**src/rtl/sample_mem_sequencer.sv**
```systemverilog
// Sequences the shared single-port sample RAM between ACQUIRE (ADC -> RAM)
// and SEND (RAM -> UART, two bytes per sample, MSB first).
module sample_mem_sequencer #(
  parameter int AW        = 10,
  parameter int N_SAMPLES = 1000
) (
  input  logic          CLOCK_50,
  input  logic          KEY,
  input  logic          clear,
  input  logic          acquire_signal,
  input  logic          send_signal,
  input  logic          adc_valid,
  input  logic [15:0]   adc_data,
  output logic [AW-1:0] mem_addr,
  output logic          mem_we,
  output logic [15:0]   mem_wdata,
  input  logic [15:0]   mem_rdata,
  output logic          tx_start,
  output logic [7:0]    tx_byte,
  input  logic          tx_busy,
  output logic          busy,
  output logic          acq_done,
  output logic          send_done,
  output logic          data_valid,
  output logic          cmd_err
);

  typedef enum logic [3:0] {
    IDLE, ACQ, RD, RDWAIT, TXH, TXH_G, TXL, TXL_G, DONE
  } state_t;

  localparam logic [AW-1:0] LAST = AW'(N_SAMPLES - 1);

  state_t        state, state_nxt;
  logic [AW-1:0] ptr, ptr_nxt;
  logic [AW-1:0] addr_nxt;
  logic          we_nxt;
  logic [15:0]   wdata_nxt;
  logic [15:0]   data, data_nxt;
  logic          dv_nxt, err_nxt;
  logic          done_acq, done_acq_nxt;
  logic          acq_q, send_q;
  logic          acq_rise, send_rise;

  assign acq_rise  = acquire_signal & ~acq_q;
  assign send_rise = send_signal & ~send_q;

  // NOTE: every variable written here gets a default first, so no path can
  // leave one unassigned and infer a latch.
  always_comb begin
    state_nxt    = state;
    ptr_nxt      = ptr;
    addr_nxt     = mem_addr;
    we_nxt       = 1'b0;
    wdata_nxt    = mem_wdata;
    data_nxt     = data;
    dv_nxt       = data_valid;
    err_nxt      = cmd_err;
    done_acq_nxt = done_acq;
    tx_start     = 1'b0;
    tx_byte      = 8'h00;

    unique case (state)
      IDLE: begin
        if (acq_rise) begin
          state_nxt    = ACQ;
          ptr_nxt      = '0;
          dv_nxt       = 1'b0;
          done_acq_nxt = 1'b1;
          if (send_rise) err_nxt = 1'b1;
        end else if (send_rise) begin
          if (data_valid) begin
            state_nxt = RD;
            ptr_nxt   = '0;
            addr_nxt  = '0;
          end else begin
            err_nxt = 1'b1;
          end
        end
      end
      ACQ: begin
        if (adc_valid) begin
          we_nxt    = 1'b1;
          addr_nxt  = ptr;
          wdata_nxt = adc_data;
          if (ptr == LAST) begin
            state_nxt    = DONE;
            dv_nxt       = 1'b1;
            done_acq_nxt = 1'b1;
          end else begin
            ptr_nxt = ptr + AW'(1);
          end
        end
      end
      RD:     state_nxt = RDWAIT;
      RDWAIT: begin
        data_nxt  = mem_rdata;
        state_nxt = TXH;
      end
      TXH: begin
        tx_byte = data[15:8];
        if (!tx_busy) begin
          tx_start  = 1'b1;
          state_nxt = TXH_G;
        end
      end
      // Guard cycle: the transmitter may need a cycle to raise tx_busy.
      TXH_G:  state_nxt = TXL;
      TXL: begin
        tx_byte = data[7:0];
        if (!tx_busy) begin
          tx_start  = 1'b1;
          state_nxt = TXL_G;
        end
      end
      TXL_G: begin
        if (ptr == LAST) begin
          state_nxt    = DONE;
          done_acq_nxt = 1'b0;
        end else begin
          ptr_nxt   = ptr + AW'(1);
          addr_nxt  = ptr + AW'(1);
          state_nxt = RD;
        end
      end
      DONE:    state_nxt = IDLE;
      default: state_nxt = IDLE;
    endcase

    if (state != IDLE && (acq_rise || send_rise)) err_nxt = 1'b1;

    if (clear) begin
      state_nxt    = IDLE;
      ptr_nxt      = '0;
      addr_nxt     = '0;
      we_nxt       = 1'b0;
      wdata_nxt    = '0;
      data_nxt     = '0;
      dv_nxt       = 1'b0;
      err_nxt      = 1'b0;
      done_acq_nxt = 1'b0;
      tx_start     = 1'b0;
    end
  end

  // NOTE: sequential state uses non-blocking assignments so every register
  // samples pre-edge values regardless of process ordering.
  always_ff @(posedge CLOCK_50 or negedge KEY) begin
    if (!KEY) begin
      state      <= IDLE;
      ptr        <= '0;
      mem_addr   <= '0;
      mem_we     <= 1'b0;
      mem_wdata  <= '0;
      data       <= '0;
      data_valid <= 1'b0;
      cmd_err    <= 1'b0;
      done_acq   <= 1'b0;
      acq_q      <= 1'b0;
      send_q     <= 1'b0;
    end else begin
      state      <= state_nxt;
      ptr        <= ptr_nxt;
      mem_addr   <= addr_nxt;
      mem_we     <= we_nxt;
      mem_wdata  <= wdata_nxt;
      data       <= data_nxt;
      data_valid <= dv_nxt;
      cmd_err    <= err_nxt;
      done_acq   <= done_acq_nxt;
      acq_q      <= clear ? 1'b0 : acquire_signal;
      send_q     <= clear ? 1'b0 : send_signal;
    end
  end

  assign busy      = (state != IDLE);
  assign acq_done  = (state == DONE) &  done_acq;
  assign send_done = (state == DONE) & ~done_acq;

endmodule
```
**config.mk**
```make
export PLATFORM = sky130hd
export DESIGN_NAME = sample_mem_sequencer
export DESIGN_NICKNAME = d
export VERILOG_FILES = /design/src/rtl/sample_mem_sequencer.sv
export SDC_FILE = /design/constraint.sdc
export NUM_CORES = 1
export LEC_CHECK = 0
export CAP_MARGIN = 10
export CORE_MARGIN = 4
export CORE_UTILIZATION = 55
export CTS_BUF_LIST = sky130_fd_sc_hd__clkbuf_2 sky130_fd_sc_hd__clkbuf_4 sky130_fd_sc_hd__clkbuf_8
export DETAILED_ROUTE_END_ITERATION = 10
export HOLD_SLACK_MARGIN = 0.08
export PLACE_DENSITY = 0.95
export RECOVER_POWER = 50
export SLEW_MARGIN = 0
export SYNTH_ARGS = -nofsm -noshare
export SYNTH_HDL_FRONTEND = slang
export SYNTH_SLANG_ARGS = --single-unit
```
**constraint.sdc**
```tcl
create_clock -name CLOCK_50 -period 4 [get_ports CLOCK_50]
set_clock_uncertainty 0.15 [all_clocks]
set_input_delay 0.4 -clock CLOCK_50 [delete_from_list [all_inputs] [get_ports CLOCK_50]]
set_output_delay 0.4 -clock CLOCK_50 [all_outputs]
set_load 0.05 [all_outputs]
```
==> results of run 1 <==
## cell usage in the layout, fill, tap and decap left out, types with 8 or more instances in the layout
master           count
dlygate4sd3_1       20
a21oi_1             32
mux2i_1             10
nand2_1             49
a22o_1              17
dfrtp_1             62
o21ai_0              9
clkdlybuf4s50_1     59
nand3_1              8
clkbuf_8             9
nor2_1              33
## sequential cells by signal, summed over array words and instances, names as in the netlist
signal      cells
ptr            10
done_acq        1
data           16
data_valid      1
send_q          1
state           4
mem_addr       10
mem_wdata      16
acq_q           1
mem_we          1
cmd_err         1
## worst max-delay path, stage by stage
cell and delay, ps:
dlygate4sd3_1 740, clkbuf_1 880, a211o_1 210, o311a_1 640, mux2_4 350
## power breakdown
group / leakage (uW) / total, uW / switching (uW) / internal, uW
registers: 0.000851 / 798 / 96.3 / 701
logic: 0.000898 / 741 / 469 / 272
clock network: 0.000106 / 603 / 251 / 352
## worst max-delay path by stage
stage,from,cells past startpoint,slack (ps),endpoint
after floorplan,state[1],3,1180,send_done
final,clear,5,840,mem_addr[0]
after detailed placement,adc_valid,5,1180,mem_addr[0]
after global placement,adc_valid,5,1230,mem_addr[6]
after global routing,clear,5,630,mem_addr[0]
after CTS,state[1],3,850,send_done
## metrics by stage
stage	utilization	setup slack [ps]	std cells	hold WS (ps)
after floorplan	-	1185	330	-45.59
after global placement	0.7126	1234	464	294.9
after detailed placement	0.7126	1178	464	300.0
after CTS	0.7539	851.6	481	356.6
after global routing	0.7539	634.8	482	366.9
final	0.7539	842.6	482	347.5
## final cells by class
type                       count  share of cell area
clock buffer                   9             0.02930
timing repair buffer          83              0.1918
multi-input combinational    242              0.3614
sequential                    62              0.3670
inverter                       7            0.006215
clock inverter                 7             0.02308
tap                           72             0.02131
## layer usage
layer	up-vias	share of wire	track usage
li1	1346	-	-
met1	1366	0.45	0.3154
met2	125	0.46	0.3537
met3	15	0.072	0.05496
met4	0	0.017	0.08201
met5	-	0	0
## logic make-up after synthesis
family / after synthesis / share of synthesized area
muxes: 15 / 0.05306
buffers and inverters: 26 / 0.04686
adders and majority gates: 1 / 0.003872
AOI/OAI and AO/OA: 92 / 0.1956
xor gates and xnor gates: 2 / 0.005423
DFF: 62 / 0.4802
and+or+nand+nor: 132 / 0.2150
==> results.yml, run 1 <==
clock_tree:
  cts_resized: 0
  cts_tree: "done"
  cts_setup_buffers: 0
  cts_hold_buf: 1
  clkSinkCount: 62
  htreeDepth: 3
  clk_path_buf_depth: 2
  numCtsBuffers: 9
  clk_pin_slew_ps: 70
  clk-insertion-delay-late_ps: 350
  cts-root-buf: "clkbuf_8"
routing:
  dr.first_iter.drc_count: 277
  wire_per_inst_microns: 16.42
  drc_errors: 0
  vias: 2852
  wl_microns: 7916
  ant_nets: 0
  dr.pass1.iters: 4
  viasPerCell: 5.917
cells_and_area:
  multiInputGateArea_sq_um: 1528
  syn_to_final_growth_pct: 30.87
  layout.area.seq_sq_um: 1551
  n_antenna_cell: 0
  postLayoutCellArea_sq_um: 4228
  nets: 445
  drive_gt1_frac: 0.1098
  fill_cells: 399
critical_path:
  reg2reg_setup_slack_ps: 1160
  path_class: "in2reg"
  r2r_start: "state[1]"
  critPathRequiredTime_ps: 4070
  crit_arrival_ps: 3230
  reg2reg_depth: 4
  cp-end-kind: "flip-flop"
  critPathMaxFanout: 27
  startpoint_type: "input port"
  r2r-end: "mem_addr[0]"
global_route:
  grt_pass1_vias: 2772
  grt_pass1_wl_microns: 13200
  antenna_found_initial: 0
  grt_max_degree: 35
  grt.total_usage: 0.2288
  overflow: 0
run:
  cap_viol_max_count: 1
place:
  placed_area_sq_um: 3996
  dp_hpwl_microns: 5626
  place_congestion: 0.8930
  io_buffers: 79
synth:
  yosysWarnings: 0
  synth_cells: 330
  synth_area_per_cell_sq_um: 9.790
  ys.flop_type: "dfrtp_1"
  synth_most_common_cell: "dfrtp_1"
  synth-seq-area-share: 0.4802
  synth_top_area_frac: 0.4802
  async_flop_share: 1.000
  synth_top_cells_by_count: "62 x dfrtp_1, 49 x nand2_1, 33 x nor2_1, 32 x a21oi_1, 17 x a22o_1"
  yosys_register_bits: 62
  synth_cell_type_count: 61
  synth_edf_count: 0
  synth_area_leaders: "dfrtp_1 48%, nand2_1 5.7%, a21oi_1 5.0%"
  synth_top_cell_by_area: "dfrtp_1"
  syn_nets: 370
  syn-cell-area_sq_um: 3231
hold_path:
  min_to: "mem_wdata[7]"
  hold_depth: 1
  hold_class: "reg2reg"
  min_from: "mem_wdata[7]"
sta:
  slew_violations: 29
  finalHoldViolCount: 0
  period_share: 0.7894
  tightest_slew_ps: 1504
  rsz0062_at_grt: "false"
  fmax_mhz: 316.7
  setup_viol: 0
  slew_headroom: -0.002765
  fin_tns_setup_ps: 0
  fin_crit_ps: 3157
floorplanning:
  ios: 80
  chipHeight_microns: 84.64
  core_area_sq_um: 5608
  die_area_sq_um: 7164
  fp.dieW_microns: 84.64
  rows: 27
  start_util: 0.5761
pwr:
  vdd_drop_max_v: 0.0003123
  power_leakage_uw: 0.001854
  power_density_nw_per_um2: 506.6
  finalPower_uw: 2142
outcome:
  outcome: "finished with violations"
  failed_checks: "max-capacitance violations, max-slew violations"
(Power assumes the default switching activity.)
==> run 2: changes to the inputs <==
--- a/config.mk
+++ b/config.mk
@@ -7,11 +7,11 @@
 export LEC_CHECK = 0
 export CAP_MARGIN = 10
 export CORE_MARGIN = 4
-export CORE_UTILIZATION = 55
+export CORE_UTILIZATION = 51
 export CTS_BUF_LIST = sky130_fd_sc_hd__clkbuf_2 sky130_fd_sc_hd__clkbuf_4 sky130_fd_sc_hd__clkbuf_8
 export DETAILED_ROUTE_END_ITERATION = 10
 export HOLD_SLACK_MARGIN = 0.08
-export PLACE_DENSITY = 0.95
+export PLACE_DENSITY = 0.94
 export RECOVER_POWER = 50
 export SLEW_MARGIN = 0
 export SYNTH_ARGS = -nofsm -noshare
==> constraint.sdc (replaced) <==
create_clock -name CLOCK_50 -period 3.2 [get_ports CLOCK_50]
set_clock_uncertainty 0.15 [all_clocks]
set_input_delay 0.32 -clock CLOCK_50 [delete_from_list [all_inputs] [get_ports CLOCK_50]]
set_output_delay 0.32 -clock CLOCK_50 [all_outputs]
set_load 0.05 [all_outputs]
==> run 2 against run 1 <==
Net effect:
- the flow now finishes without violations
- total power rose by 31%
- flip-flop and latch count did not move
- critical path depth fell by 2
- routed wire length rose by 5.4%
- largest cell class unchanged
- largest power group is now combinational cells
- highest routed layer unchanged
==> results.yml, run 2 (synthesis gave the netlist of run 1 again) <==
critical_path:
  reg2reg_setup_slack_ps: 640
  slowest_delay_ps: 840
  crit_arrival_ps: 2570
  cp-end-kind: "primary output"
  path_class: "reg2out"
  critPathRequiredTime_ps: 2730
  critPathMaxFanout: 15
  startpoint_type: "flip-flop"
  reg2reg_depth: 7
  critPathSlowestCell: "clkdlybuf4s50_1"
  worstPathCellList: "nand3b_1 > nor2_1 > clkdlybuf4s50_1"
sta:
  slew_headroom: 0.2674
  tightest_slew_ps: 1099
  fin_crit_ps: 3036
  setup_viol: 0
  period_share: 0.9489
  finalHoldViolCount: 0
  fin_tns_setup_ps: 0
  slew_violations: 0
  holdWs_ps: 354.2
  rsz0062_at_grt: "false"
  fmax_mhz: 329.3
routing:
  drc_errors: 0
  wl_microns: 8345
  viasPerCell: 5.847
  dr.pass1.iters: 5
  ant_nets: 0
  dr.first_iter.drc_count: 248
  met1_length_microns: 3599
  wire_per_inst_microns: 17.07
  vias: 2859
  wl_met2_microns: 3933
  routed.top_layer: "met4"
  wl_met3_microns: 654
pwr:
  power_density_nw_per_um2: 655.4
  finalPower_uw: 2804
  vdd_drop_max_v: 0.0004413
  power_leakage_uw: 0.001839
cells_and_area:
  layout_common_cells: "73 x clkdlybuf4s50_1, 62 x dfrtp_1, 49 x nand2_1"
  reg.largest.list: "data (16), mem_wdata (16)"
  drive_gt1_frac: 0.1208
  nets: 449
  n_antenna_cell: 0
  layout.cells.non_filler: 489
  fin_util: 0.7101
  layout_commonest_cell: "clkdlybuf4s50_1"
  syn_to_final_growth_pct: 32.46
place:
  dp.cells: 471
  place_congestion: 0.9076
  io_buffers: 79
  dp_hpwl_microns: 5971
clock_tree:
  clkSinkCount: 62
  cts-root-buf: "clkbuf_8"
  clk_pin_slew_ps: 70
  cts_setup_buffers: 0
  clk_path_buf_depth: 2
  htreeDepth: 3
  clk-insertion-delay-late_ps: 350
  numCtsBuffers: 9
  cts_tree: "done"
global_route:
  grt_max_degree: 46
  grt_pass1_vias: 2846
  overflow: 0
  antenna_found_initial: 0
  grt_pass1_wl_microns: 13700
  grt.total_usage: 0.2312
run:
  cap_viol_max_count: 0
floorplanning:
  die_area_sq_um: 7672
  start_util: 0.5361
  chipHeight_microns: 87.59
  ios: 80
  rows: 28
  fp.dieW_microns: 87.59
  core_area_sq_um: 6026
hold_path:
  hold_class: "in2reg"
  hold_depth: 3
outcome:
  outcome: "finished clean"
==> run 2: changes by cell type in the layout (fill, tap and decap cells not counted), sizes merged <==
cell           before  now
bufinv              2    3
dlygate4sd3        20    5
clkdlybuf4s50      59   73
clkbuf             12   13
buf                 1    6
inv                 8    7
clkinv              2    1
==> run 2: worst paths after layout <==
kind,startpoint,endpoint
max,state[2],tx_byte[0]
min reg2reg,mem_wdata[3],mem_wdata[3]
min,mem_rdata[2],data[2]
min in group asynchronous,KEY,data[8]
max reg2reg,state[1],mem_addr[4]
max in group asynchronous,KEY,mem_wdata[1]
==> run 2: per-layer routing <==
layer / GRT usage / vias to the layer above
met5: 0 / -
met3: 0.05738 / 19
met1: 0.3258 / 1356
li1: - / 1347
met4: 0.09066 / 0
met2: 0.3452 / 137
==> run 2: layout make-up <==
| class | count | area (sq um) |
|---|---|---|
| timing repair buffer | 87 | 838.3 |
| inverter | 7 | 26.28 |
| sequential | 62 | 1551 |
| multi-input combinational | 242 | 1528 |
| fill | 454 | 1747 |
| clock inverter | 6 | 110.1 |
| tap | 75 | 93.84 |
| clock buffer | 10 | 131.4 |
==> run 2: worst max-delay path, delay by kind of cell (launching register included) <==
family	cells	cell delay, ps
buffers and inverters	1	840
flip-flops	1	650
AND/OR/NAND/NOR	2	730
==> run 2: timing repair <==
| action | CTS | global route |
|---|---|---|
| resized for setup | 0 | 0 |
| setup endpoints to repair | 0 | 0 |
| hold buffers | 1 | 0 |
| hold endpoints to repair | 44 | 0 |
==> run 2: stage by stage <==
stage / instance area [sq um] / setup WS [ps]
3_3_place_gp: 4028 / 640.8
3_5_place_dp: 4028 / 491.1
2_1_floorplan: 3231 / 464.8
6_report: 4279 / 163.5
4_1_cts: 4279 / 162.6
5_1_grt: 4279 / 5.135
==> run 2: report_power, final <==
group          switching [uW]  leakage [uW]  internal, uW  total, uW
logic                     619      0.000873           369        988
clock network             317      0.000116           524        841
registers                97.6      0.000851           877        975
total                    1030       0.00184          1770       2800
==> run 3: changes to the inputs <==
--- a/config.mk
+++ b/config.mk
@@ -9,6 +9,7 @@
 export CORE_MARGIN = 4
 export CORE_UTILIZATION = 51
 export CTS_BUF_LIST = sky130_fd_sc_hd__clkbuf_2 sky130_fd_sc_hd__clkbuf_4 sky130_fd_sc_hd__clkbuf_8
+export CTS_CLUSTER_DIAMETER = 80
 export DETAILED_ROUTE_END_ITERATION = 10
 export HOLD_SLACK_MARGIN = 0.08
 export PLACE_DENSITY = 0.94
==> results of run 3 <==
No change in the layout: final DEF, timing and power equal those of run 2.
